### config.mk
export PLATFORM = sky130hd
export DESIGN_NAME = alu_mc_framer
export DESIGN_NICKNAME = d
export VERILOG_FILES = /design/src/rtl/alu_pkg.sv /design/src/rtl/alu_chan_fifo.sv /design/src/rtl/alu_mc_framer.sv
export SDC_FILE = /design/constraint.sdc
export NUM_CORES = 2
export LEC_CHECK = 0
export CAP_MARGIN = 10
export CORE_AREA = 2 2 348 350
export CTS_CLUSTER_SIZE = 16
export DETAILED_ROUTE_END_ITERATION = 8
export DIE_AREA = 0 0 350 352
export HOLD_SLACK_MARGIN = 0.1
export PLACE_DENSITY = 0.64
export SYNTH_ARGS = -nofsm -noshare
export SYNTH_HDL_FRONTEND = slang
export SYNTH_SLANG_ARGS = --single-unit
### constraint.sdc
create_clock -name clk -period 7 [get_ports clk]
set_clock_uncertainty 0.1 [all_clocks]
set_input_delay 1.75 -clock clk [delete_from_list [all_inputs] [get_ports clk]]
set_output_delay 1.75 -clock clk [all_outputs]
set_load 0.02 [all_outputs]
### src/rtl/alu_pkg.sv
// Shared types and header layout for the multi-channel ALU framer.
// Imported by the per-channel FIFO and the framer top.
package alu_pkg;

    typedef enum logic [1:0] {
        ST_IDLE,
        ST_HDR,
        ST_DATA
    } state_e;

    localparam int LEN_LSB    = 0;
    localparam int CH_LSB     = 8;
    localparam int SEQ_LSB    = 16;
    localparam int SEQ_W      = 8;
    localparam int DROP_CNT_W = 16;

    function automatic logic [23:0] hdr_pack(
        input logic [7:0]       len,
        input logic [7:0]       ch,
        input logic [SEQ_W-1:0] seq
    );
        logic [23:0] h;
        h = '0;
        h[LEN_LSB +: 8]    = len;
        h[CH_LSB +: 8]     = ch;
        h[SEQ_LSB +: SEQ_W] = seq;
        return h;
    endfunction

endpackage

### src/rtl/alu_chan_fifo.sv
// Per-channel synchronous FIFO with first-word-fall-through head.
// head2 exposes the entry behind the head so the framer can register it on a pop.
module alu_chan_fifo
    import alu_pkg::*;
#(
    parameter int DATA_W     = 32,
    parameter int FIFO_DEPTH = 8,
    localparam int AW        = (FIFO_DEPTH > 1) ? $clog2(FIFO_DEPTH) : 1,
    localparam int CNT_W     = $clog2(FIFO_DEPTH + 1)
) (
    input  logic              clk,
    input  logic              rst_n,
    input  logic              push,
    input  logic [DATA_W-1:0] wdata,
    input  logic              pop,
    output logic [DATA_W-1:0] head,
    output logic [DATA_W-1:0] head2,
    output logic [CNT_W-1:0]  count,
    output logic              full,
    output logic              empty
);

    logic [DATA_W-1:0] mem_q [FIFO_DEPTH];
    logic [AW-1:0]     wr_ptr_q, wr_ptr_d;
    logic [AW-1:0]     rd_ptr_q, rd_ptr_d;
    logic [CNT_W-1:0]  cnt_q, cnt_d;
    logic              push_ok, pop_ok;

    assign full  = (cnt_q == CNT_W'(FIFO_DEPTH));
    assign empty = (cnt_q == '0);
    assign count = cnt_q;
    assign head  = mem_q[rd_ptr_q];
    assign head2 = mem_q[rd_ptr_q + AW'(1)];

    always_comb begin
        push_ok  = push && !full;
        pop_ok   = pop && !empty;
        wr_ptr_d = push_ok ? wr_ptr_q + AW'(1) : wr_ptr_q;
        rd_ptr_d = pop_ok ? rd_ptr_q + AW'(1) : rd_ptr_q;
        cnt_d    = cnt_q;
        if (push_ok && !pop_ok) cnt_d = cnt_q + CNT_W'(1);
        if (pop_ok && !push_ok) cnt_d = cnt_q - CNT_W'(1);
    end

    always_ff @(posedge clk) begin
        if (push_ok) mem_q[wr_ptr_q] <= wdata;
    end

    always_ff @(posedge clk or negedge rst_n) begin
        if (!rst_n) begin
            wr_ptr_q <= '0;
            rd_ptr_q <= '0;
            cnt_q    <= '0;
        end else begin
            wr_ptr_q <= wr_ptr_d;
            rd_ptr_q <= rd_ptr_d;
            cnt_q    <= cnt_d;
        end
    end

endmodule

### src/rtl/alu_mc_framer.sv
// Multi-channel ALU result framer: per-channel FIFOs, round-robin arbiter,
// and a header/data frame FSM with registered valid/ready outputs.
module alu_mc_framer
    import alu_pkg::*;
#(
    parameter int DATA_W     = 32,
    parameter int NUM_CH     = 4,
    parameter int FIFO_DEPTH = 8,
    parameter int LEN_W      = 5,
    localparam int CH_W      = (NUM_CH > 1) ? $clog2(NUM_CH) : 1
) (
    input  logic                  clk,
    input  logic                  rst_n,
    input  logic [LEN_W-1:0]      frame_len,
    input  logic                  frame_len_val,
    input  logic [CH_W-1:0]       cfg_ch,
    input  logic                  alu_ready,
    input  logic [CH_W-1:0]       alu_ch,
    input  logic [DATA_W-1:0]     alu_result,
    output logic                  alu_bp,
    output logic                  frame,
    output logic [DATA_W-1:0]     frame_data,
    output logic                  frame_sof,
    output logic                  frame_eof,
    input  logic                  frame_rdy,
    output logic [DROP_CNT_W-1:0] drop_cnt
);

    localparam int CNT_W = $clog2(FIFO_DEPTH + 1);

    logic [DATA_W-1:0] head_v  [NUM_CH];
    logic [DATA_W-1:0] head2_v [NUM_CH];
    logic [CNT_W-1:0]  cnt_v   [NUM_CH];
    logic [NUM_CH-1:0] full_v, empty_v, push_v, pop_v, elig;

    logic [LEN_W-1:0]      len_q [NUM_CH];
    logic [LEN_W-1:0]      len_d [NUM_CH];
    logic [SEQ_W-1:0]      seq_q [NUM_CH];
    logic [SEQ_W-1:0]      seq_d [NUM_CH];
    state_e                state_q, state_d;
    logic [CH_W-1:0]       ch_q, ch_d;
    logic [CH_W-1:0]       last_grant_q, last_grant_d;
    logic [LEN_W-1:0]      len_cur_q, len_cur_d;
    logic [LEN_W-1:0]      beats_q, beats_d;
    logic                  frame_q, frame_d;
    logic                  sof_q, sof_d;
    logic                  eof_q, eof_d;
    logic [DATA_W-1:0]     data_q, data_d;
    logic [DROP_CNT_W-1:0] drop_q, drop_d;

    logic            in_range, tgt_en, drop;
    logic            gnt_found;
    logic [CH_W-1:0] gnt_ch;
    logic [LEN_W-1:0] wr_len;

    for (genvar g = 0; g < NUM_CH; g++) begin : g_fifo
        alu_chan_fifo #(
            .DATA_W     (DATA_W),
            .FIFO_DEPTH (FIFO_DEPTH)
        ) u_fifo (
            .clk   (clk),
            .rst_n (rst_n),
            .push  (push_v[g]),
            .wdata (alu_result),
            .pop   (pop_v[g]),
            .head  (head_v[g]),
            .head2 (head2_v[g]),
            .count (cnt_v[g]),
            .full  (full_v[g]),
            .empty (empty_v[g])
        );
    end

    // Channel decode by compare so tags beyond NUM_CH fall out as drops.
    always_comb begin
        alu_bp   = 1'b0;
        in_range = 1'b0;
        tgt_en   = 1'b0;
        push_v   = '0;
        for (int c = 0; c < NUM_CH; c++) begin
            if (alu_ch == CH_W'(c)) begin
                alu_bp    = full_v[c];
                in_range  = 1'b1;
                tgt_en    = (len_q[c] != '0);
                push_v[c] = alu_ready && !full_v[c] && (len_q[c] != '0);
            end
        end
        drop   = alu_ready && !alu_bp && !(in_range && tgt_en);
        drop_d = (drop && drop_q != '1) ? drop_q + DROP_CNT_W'(1) : drop_q;
    end

    always_comb begin
        wr_len = (32'(frame_len) > FIFO_DEPTH) ? LEN_W'(FIFO_DEPTH) : frame_len;
        len_d  = len_q;
        for (int c = 0; c < NUM_CH; c++) begin
            if (frame_len_val && cfg_ch == CH_W'(c)) len_d[c] = wr_len;
        end
    end

    always_comb begin
        int idx;
        idx       = 0;
        gnt_found = 1'b0;
        gnt_ch    = '0;
        for (int c = 0; c < NUM_CH; c++) begin
            elig[c] = (len_q[c] != '0) && !empty_v[c] &&
                      (32'(cnt_v[c]) >= 32'(len_q[c]));
        end
        for (int i = 1; i <= NUM_CH; i++) begin
            idx = int'(last_grant_q) + i;
            if (idx >= NUM_CH) idx = idx - NUM_CH;
            if (!gnt_found && elig[idx]) begin
                gnt_found = 1'b1;
                gnt_ch    = CH_W'(idx);
            end
        end
    end

    always_comb begin
        state_d      = state_q;
        ch_d         = ch_q;
        last_grant_d = last_grant_q;
        len_cur_d    = len_cur_q;
        beats_d      = beats_q;
        seq_d        = seq_q;
        frame_d      = frame_q;
        sof_d        = sof_q;
        eof_d        = eof_q;
        data_d       = data_q;
        pop_v        = '0;
        unique case (state_q)
            ST_IDLE: begin
                if (gnt_found) begin
                    state_d   = ST_HDR;
                    ch_d      = gnt_ch;
                    len_cur_d = len_q[gnt_ch];
                    frame_d   = 1'b1;
                    sof_d     = 1'b1;
                    eof_d     = 1'b0;
                    data_d    = DATA_W'(hdr_pack(8'(len_q[gnt_ch]),
                                                 8'(gnt_ch),
                                                 seq_q[gnt_ch]));
                end
            end
            ST_HDR: begin
                if (frame_rdy) begin
                    state_d     = ST_DATA;
                    seq_d[ch_q] = seq_q[ch_q] + SEQ_W'(1);
                    sof_d       = 1'b0;
                    data_d      = head_v[ch_q];
                    eof_d       = (len_cur_q == LEN_W'(1));
                    beats_d     = len_cur_q;
                end
            end
            ST_DATA: begin
                if (frame_rdy) begin
                    pop_v[ch_q] = 1'b1;
                    if (beats_q == LEN_W'(1)) begin
                        state_d      = ST_IDLE;
                        frame_d      = 1'b0;
                        eof_d        = 1'b0;
                        data_d       = '0;
                        last_grant_d = ch_q;
                    end else begin
                        beats_d = beats_q - LEN_W'(1);
                        data_d  = head2_v[ch_q];
                        eof_d   = (beats_q == LEN_W'(2));
                    end
                end
            end
            default: state_d = ST_IDLE;
        endcase
    end

    always_ff @(posedge clk or negedge rst_n) begin
        if (!rst_n) begin
            state_q      <= ST_IDLE;
            ch_q         <= '0;
            last_grant_q <= CH_W'(NUM_CH - 1);
            len_cur_q    <= '0;
            beats_q      <= '0;
            len_q        <= '{default: '0};
            seq_q        <= '{default: '0};
            frame_q      <= 1'b0;
            sof_q        <= 1'b0;
            eof_q        <= 1'b0;
            data_q       <= '0;
            drop_q       <= '0;
        end else begin
            state_q      <= state_d;
            ch_q         <= ch_d;
            last_grant_q <= last_grant_d;
            len_cur_q    <= len_cur_d;
            beats_q      <= beats_d;
            len_q        <= len_d;
            seq_q        <= seq_d;
            frame_q      <= frame_d;
            sof_q        <= sof_d;
            eof_q        <= eof_d;
            data_q       <= data_d;
            drop_q       <= drop_d;
        end
    end

    assign frame      = frame_q;
    assign frame_sof  = sof_q;
    assign frame_eof  = eof_q;
    assign frame_data = data_q;
    assign drop_cnt   = drop_q;

endmodule

* Word-level counts from Yosys, hierarchy flattened *
Memory sizes are Yosys's and may differ from the RTL's.
Index checks and enable logic that the tools add are counted.

operators by class
  $add $sub $neg = 27
  magnitude comparators = 18
  equal/unequal tests = 21
  mux-type cells = 104
  bitwise gates (word level) = 2
  reduce and logical (&&, ||, !) cells = 93

operators by type and width
  kind                                                                           number
  32-bit two-way mux                                                             12
  32-bit binary-select mux with 2-bit select                                     2
  32-bit by 4-bit less-than comparator with 1-bit output, second input constant  4
  32-bit case mux with 3 select lines                                            1
  1-bit logical AND                                                              45
  1-bit two-way mux                                                              45
  4-bit two-way mux                                                              10
  8-bit two-way mux                                                              5
  8-bit binary-select mux with 2-bit select                                      2
  32-bit bitwise mux                                                             1
  5-bit two-way mux                                                              6
  3-bit by 1-bit adder with 3-bit output, second input constant                  8
  1-bit zero test                                                                21
  4-bit by 5-bit >= comparator with 1-bit output                                 4
  5-bit nonzero test                                                             4
  16-bit by 1-bit adder with 16-bit output, second input constant                1
  4-bit by 1-bit adder with 4-bit output, second input constant                  4
  8-bit demux with 2-bit select                                                  1
  4-bit == test, second input constant                                           4
  4-bit zero test                                                                4
  2-bit two-way mux                                                              8
  16-bit inequality test, second input constant                                  1
  4-bit AND reduction                                                            4
  4-bit by 1-bit subtractor with 4-bit output, second input constant             4
  31 further kinds                                                               64

word-level totals
  flip-flop bits (word level) = 159
  RAM bits = 1024
  input bits = 46
  memories kept = 4

memories
  memory                  words  width  rd ports  clocked after memory_dff  write ports  RTL line             text
  g_fifo[0].u_fifo.mem_q  8      32     2         0                         1            alu_chan_fifo.sv:23  logic [DATA_W-1:0] mem_q [FIFO_DEPTH];
  g_fifo[1].u_fifo.mem_q  8      32     2         0                         1            alu_chan_fifo.sv:23
  g_fifo[2].u_fifo.mem_q  8      32     2         0                         1            alu_chan_fifo.sv:23
  g_fifo[3].u_fifo.mem_q  8      32     2         0                         1            alu_chan_fifo.sv:23

* Longest topological paths before layout *
  word-level depth = 23
  depth in mapped cells = 12
  depth with buffers taken out = 11

* Modules after synthesis *
A second synthesis with hierarchy kept.

second synthesis, totals
  cells, all modules = 2975
  area, all modules = 56932.1 um2

modules (own cells, without submodules)
  module                                instances  cells an instance  area each (um2)
  alu_chan_fifo (g_fifo[2].u_fifo ...)  2          550                12190.4
  alu_chan_fifo (g_fifo[1].u_fifo)      1          551                12190.4
  alu_chan_fifo (g_fifo[0].u_fifo)      1          551                12179.2
  alu_mc_framer                         1          773                8181.6

* Worst setup path before layout *
Ideal clock, no wire load.

  path type = input to register
  start point = in alu_ch[1]
  end point = mem g_fifo[1].u_fifo.mem_q[2][0] (enable)
  arrival time = 6.091 ns
  required time = 6.387 ns
  slack = 0.296 ns
  stages on the path = 4
  path buffers = 1
  cells stage by stage = nand2b_1 > or4b_2 > clkbuf_1 > nor4b_1

between the ends
  longest elaborated chain between the ends = 5

ends and longest elaborated chain
  element                                   RTL line             text
  start, declared                           alu_mc_framer.sv:18  input logic [CH_W-1:0] alu_ch,
  2-bit by 1-bit == test with 1-bit output  alu_mc_framer.sv:81  if (alu_ch == CH_W'(c)) begin
  1-bit two-way mux                         alu_mc_framer.sv:81
  1-bit logical AND                         alu_chan_fifo.sv:36  push_ok = push && !full;
  1-bit two-way mux                         alu_chan_fifo.sv:46  if (push_ok) mem_q[wr_ptr_q] <= wdata;
  1-bit two-way mux (not written as such)   alu_chan_fifo.sv:46
  end, declared                             alu_chan_fifo.sv:23

No other way between the ends.

* Worst setup path in the final report *
  start point = in alu_ch[0]
  end point = out alu_bp

between the ends
  longest elaborated chain between the ends = 5

ends and longest elaborated chain
  element                         RTL line             text
  2-bit zero test                 alu_mc_framer.sv:81
  1-bit two-way mux (3 in a row)  alu_mc_framer.sv:81
  1-bit two-way mux *             alu_mc_framer.sv:81
  end, declared                   alu_mc_framer.sv:20  output logic alu_bp,

Mark *: on every way between the ends. The rest lies on a longest branch, timed or not.

==> results.json <==
{
  "start_util": 0.4679,
  "hpwl_um": 97650,
  "first_iter_violations": 3139,
  "end_kind": "output pin",
  "ys_ff_latch": 1183,
  "numCtsBuffers": 121,
  "design_area_mm2": 0.06324,
  "min_period_ps": 5421,
  "max-cap-violations": 0,
  "setup_violations": 0,
  "wirelength_um": 153300,
  "period_share": 0.7744,
  "tightest_slew_ps": 1223,
  "hold_path.class": "flop to flop",
  "worstSetupStartpointType": "input pin",
  "crit_family": "buffers and inverters",
  "wl_per_cell_um": 31.55,
  "first_global_vias": 32480,
  "synth_top_area_cell": "edfxtp_1",
  "arrival_ps": 3570,
  "row_count": 127,
  "synth_top_cells_by_count": "edfxtp_1, mux4_2, mux2i_1",
  "via_count": 31310,
  "synth_fp_nets": 3125,
  "cts_root_buf": "clkbuf_16",
  "area_growth_pct": 13.25,
  "synthArstFlopShare": 0.1344,
  "wl_met3_um": 10380,
  "grtUsageTotal": 0.2509,
  "fillCellCount": 9252,
  "seqCellArea_mm2": 0.03477,
  "die_h_um": 352,
  "clockBufferDepth": 3,
  "cp_slowest_stage_delay_ps": 630,
  "status": "finished, final reports clean",
  "layout-drive-gt1-share": 0.2878,
  "ys_warn_count": 0,
  "instances_no_fill": 4859,
  "rsz0062_at_grt": "no",
  "multi_input_area_mm2": 0.02036,
  "portBuffers": 97,
  "drtPass1Iterations": 6,
  "viasPerCell": 6.444,
  "drcViolationCount": 0,
  "synth.top_cell.area_share": 0.5506,
  "die_area_mm2": 0.1232,
  "r2r_setup_slack_ps": 2650,
  "drtAntennaViolNets": 0,
  "tns_ps": 0,
  "fmax_ghz": 0.1845,
  "cts_resized": 0,
  "cp_data_required_time_ps": 5150,
  "critPathMaxFanout": 5,
  "cts.reportedPaths.clkPinSlew_ps": 60,
  "critical_path_class": "input pin to output pin",
  "critPathBufInv": 3,
  "synthFlopType": "edfxtp_1",
  "path_cells": "clkdlybuf4s50_1 -> inv_1 -> o32a_1 -> nor2_1 -> clkdlybuf4s50_1",
  "finalNetCount": 3235,
  "power_leakage_nw": 19.89,
  "cts_sinks": 1183,
  "placed_cell_area_mm2": 0.05906,
  "htreeDepth": 3,
  "grt_pass1_wl_um": 224600,
  "clkLatencyLatePin_ps": 720,
  "met2WireLength_um": 76930,
  "highest_layer": "met4",
  "ys_types": 59,
  "ys_top_cells_by_area": "edfxtp_1, mux4_2, dfrtp_1",
  "cts_tree": "done",
  "antenna_found_initial": 0,
  "syn_inst": 3031,
  "report.final.slew_viol_count": 0,
  "routedLengthMet1_um": 58130,
  "grt-ovfl-total": 0,
  "place.gp.congestion": 0.8666,
  "grt_start_max_net_pins": 66,
  "die_width_um": 350,
  "slew_headroom": 0.1799,
  "synth_edf_count": 1024,
  "synth.avg_cell_area_um2": 18.42,
  "cts_post_setup_buffers_inserted": 0,
  "yosysSeqAreaShare": 0.6219,
  "ios": 98,
  "power.density_mw_per_mm2": 395.6,
  "synth_area_mm2": 0.05584,
  "yosysMostFrequentCell": "edfxtp_1",
  "coreArea_mm2": 0.1193,
  "crit_top_cell": "clkdlybuf4s50_1",
  "ctsHoldBuffers": 0,
  "vdd.ir_drop.worst_mv": 0.2706,
  "crit_path_top_delay_cell": "clkdlybuf4s50_1",
  "place_inst": 4627,
  "finalHoldViolations": 0
}
==> flip-flops by register name, summed over array words and instances, names as in the netlist <==
| name | count |
|---|---|
| beats_q | 5 |
| ch_q | 2 |
| drop_cnt | 16 |
| frame | 1 |
| frame_data | 32 |
| frame_eof | 1 |
| frame_sof | 1 |
| g_fifo.u_fifo.count | 16 |
| g_fifo.u_fifo.mem_q | 1024 |
| g_fifo.u_fifo.rd_ptr_q | 12 |
| g_fifo.u_fifo.wr_ptr_q | 12 |
| last_grant_q | 2 |
| len_cur_q | 5 |
| len_q | 20 |
| seq_q | 32 |
| state_q | 2 |
==> path summary, 6_finish.rpt <==
path	end	cells after the start	from
worst min-delay path	frame_data[9]$_DFFE_PN0P_	2	frame_data[9]$_DFFE_PN0P_
min in group asynchronous	seq_q[17]$_DFFE_PN0P_	1	rst_n
worst max-delay path	alu_bp	5	alu_ch[0]
worst min register to register	frame_data[9]$_DFFE_PN0P_	2	frame_data[9]$_DFFE_PN0P_
max in group asynchronous	ch_q[1]$_DFFE_PN0P_	2	rst_n
worst max register to register	frame_data[3]$_DFFE_PN0P_	9	g_fifo[3].u_fifo.count[0]$_DFFE_PN0P_
==> per-layer routing <==
layer / vias up / GRT usage
met5: - / 0
li1: 12930 / -
met1: 16800 / 0.3268
met2: 1266 / 0.4180
met3: 318 / 0.03823
met4: 0 / 0.1119
==> tightest hold or removal path, cell delays in order (launching register included) <==
cell and delay, ps:
dfrtp_1 340, nand2_1 50, o21ai_0 60
==> cells in the final DEF, fill, tap and decap left out, drive strengths merged, types with 28 or more instances in the layout <==
cell           count
a21oi             39
dfrtp            157
mux2              28
nor2              54
clkdlybuf4s50     93
clkbuf           149
ha                44
mux4             559
edfxtp          1024
clkinv            53
inv               57
xnor2             30
o21ai             63
buf              103
nand2            163
xor2              29
mux2i            213
nand3             40
==> logic make-up after synthesis <==
group	after synthesis	synth area share
XOR/XNOR	59	0.009254
AO/OA/AOI/OAI	280	0.03430
buffers and inverters	263	0.01904
adder cells (fa/ha/maj)	48	0.01129
flip-flops	1183	0.6219
AND/OR/NAND/NOR	398	0.03489
multiplexers	800	0.2693
==> stage by stage <==
step	total power, mW	utilization	setup slack [ps]	hold WS (ps)
2_1_floorplan	15.31	-	296.2	357.4
3_3_place_gp	18.27	0.4946	1594	368.7
3_5_place_dp	18.48	0.4949	1595	372.2
4_1_cts	25.18	0.5292	1584	386.2
5_1_grt	26.04	0.5299	1519	415.6
6_report	25.02	0.5299	1579	382.6
==> where the power goes <==
part           total, mW  internal (mW)  leakage, nW  switching (mW)
clock network       6.69           3.92         2.00            2.76
logic               9.35           4.24         6.67            5.11
registers           8.98           8.15         11.2           0.835
total               25.0           16.3         19.9            8.71
==> final cells by class <==
cell class | instances | area share
Clock inverter | 78 | 0.01436
Clock buffer | 149 | 0.05037
Sequential cell | 1183 | 0.5499
Multi-Input combinational cell | 1585 | 0.3220
Antenna cell | 2 | 0.00007914
Inverter | 54 | 0.003205
Timing Repair Buffer | 196 | 0.02823
Tap cell | 1612 | 0.03189
Note: power is estimated with default switching activity, not from simulation.
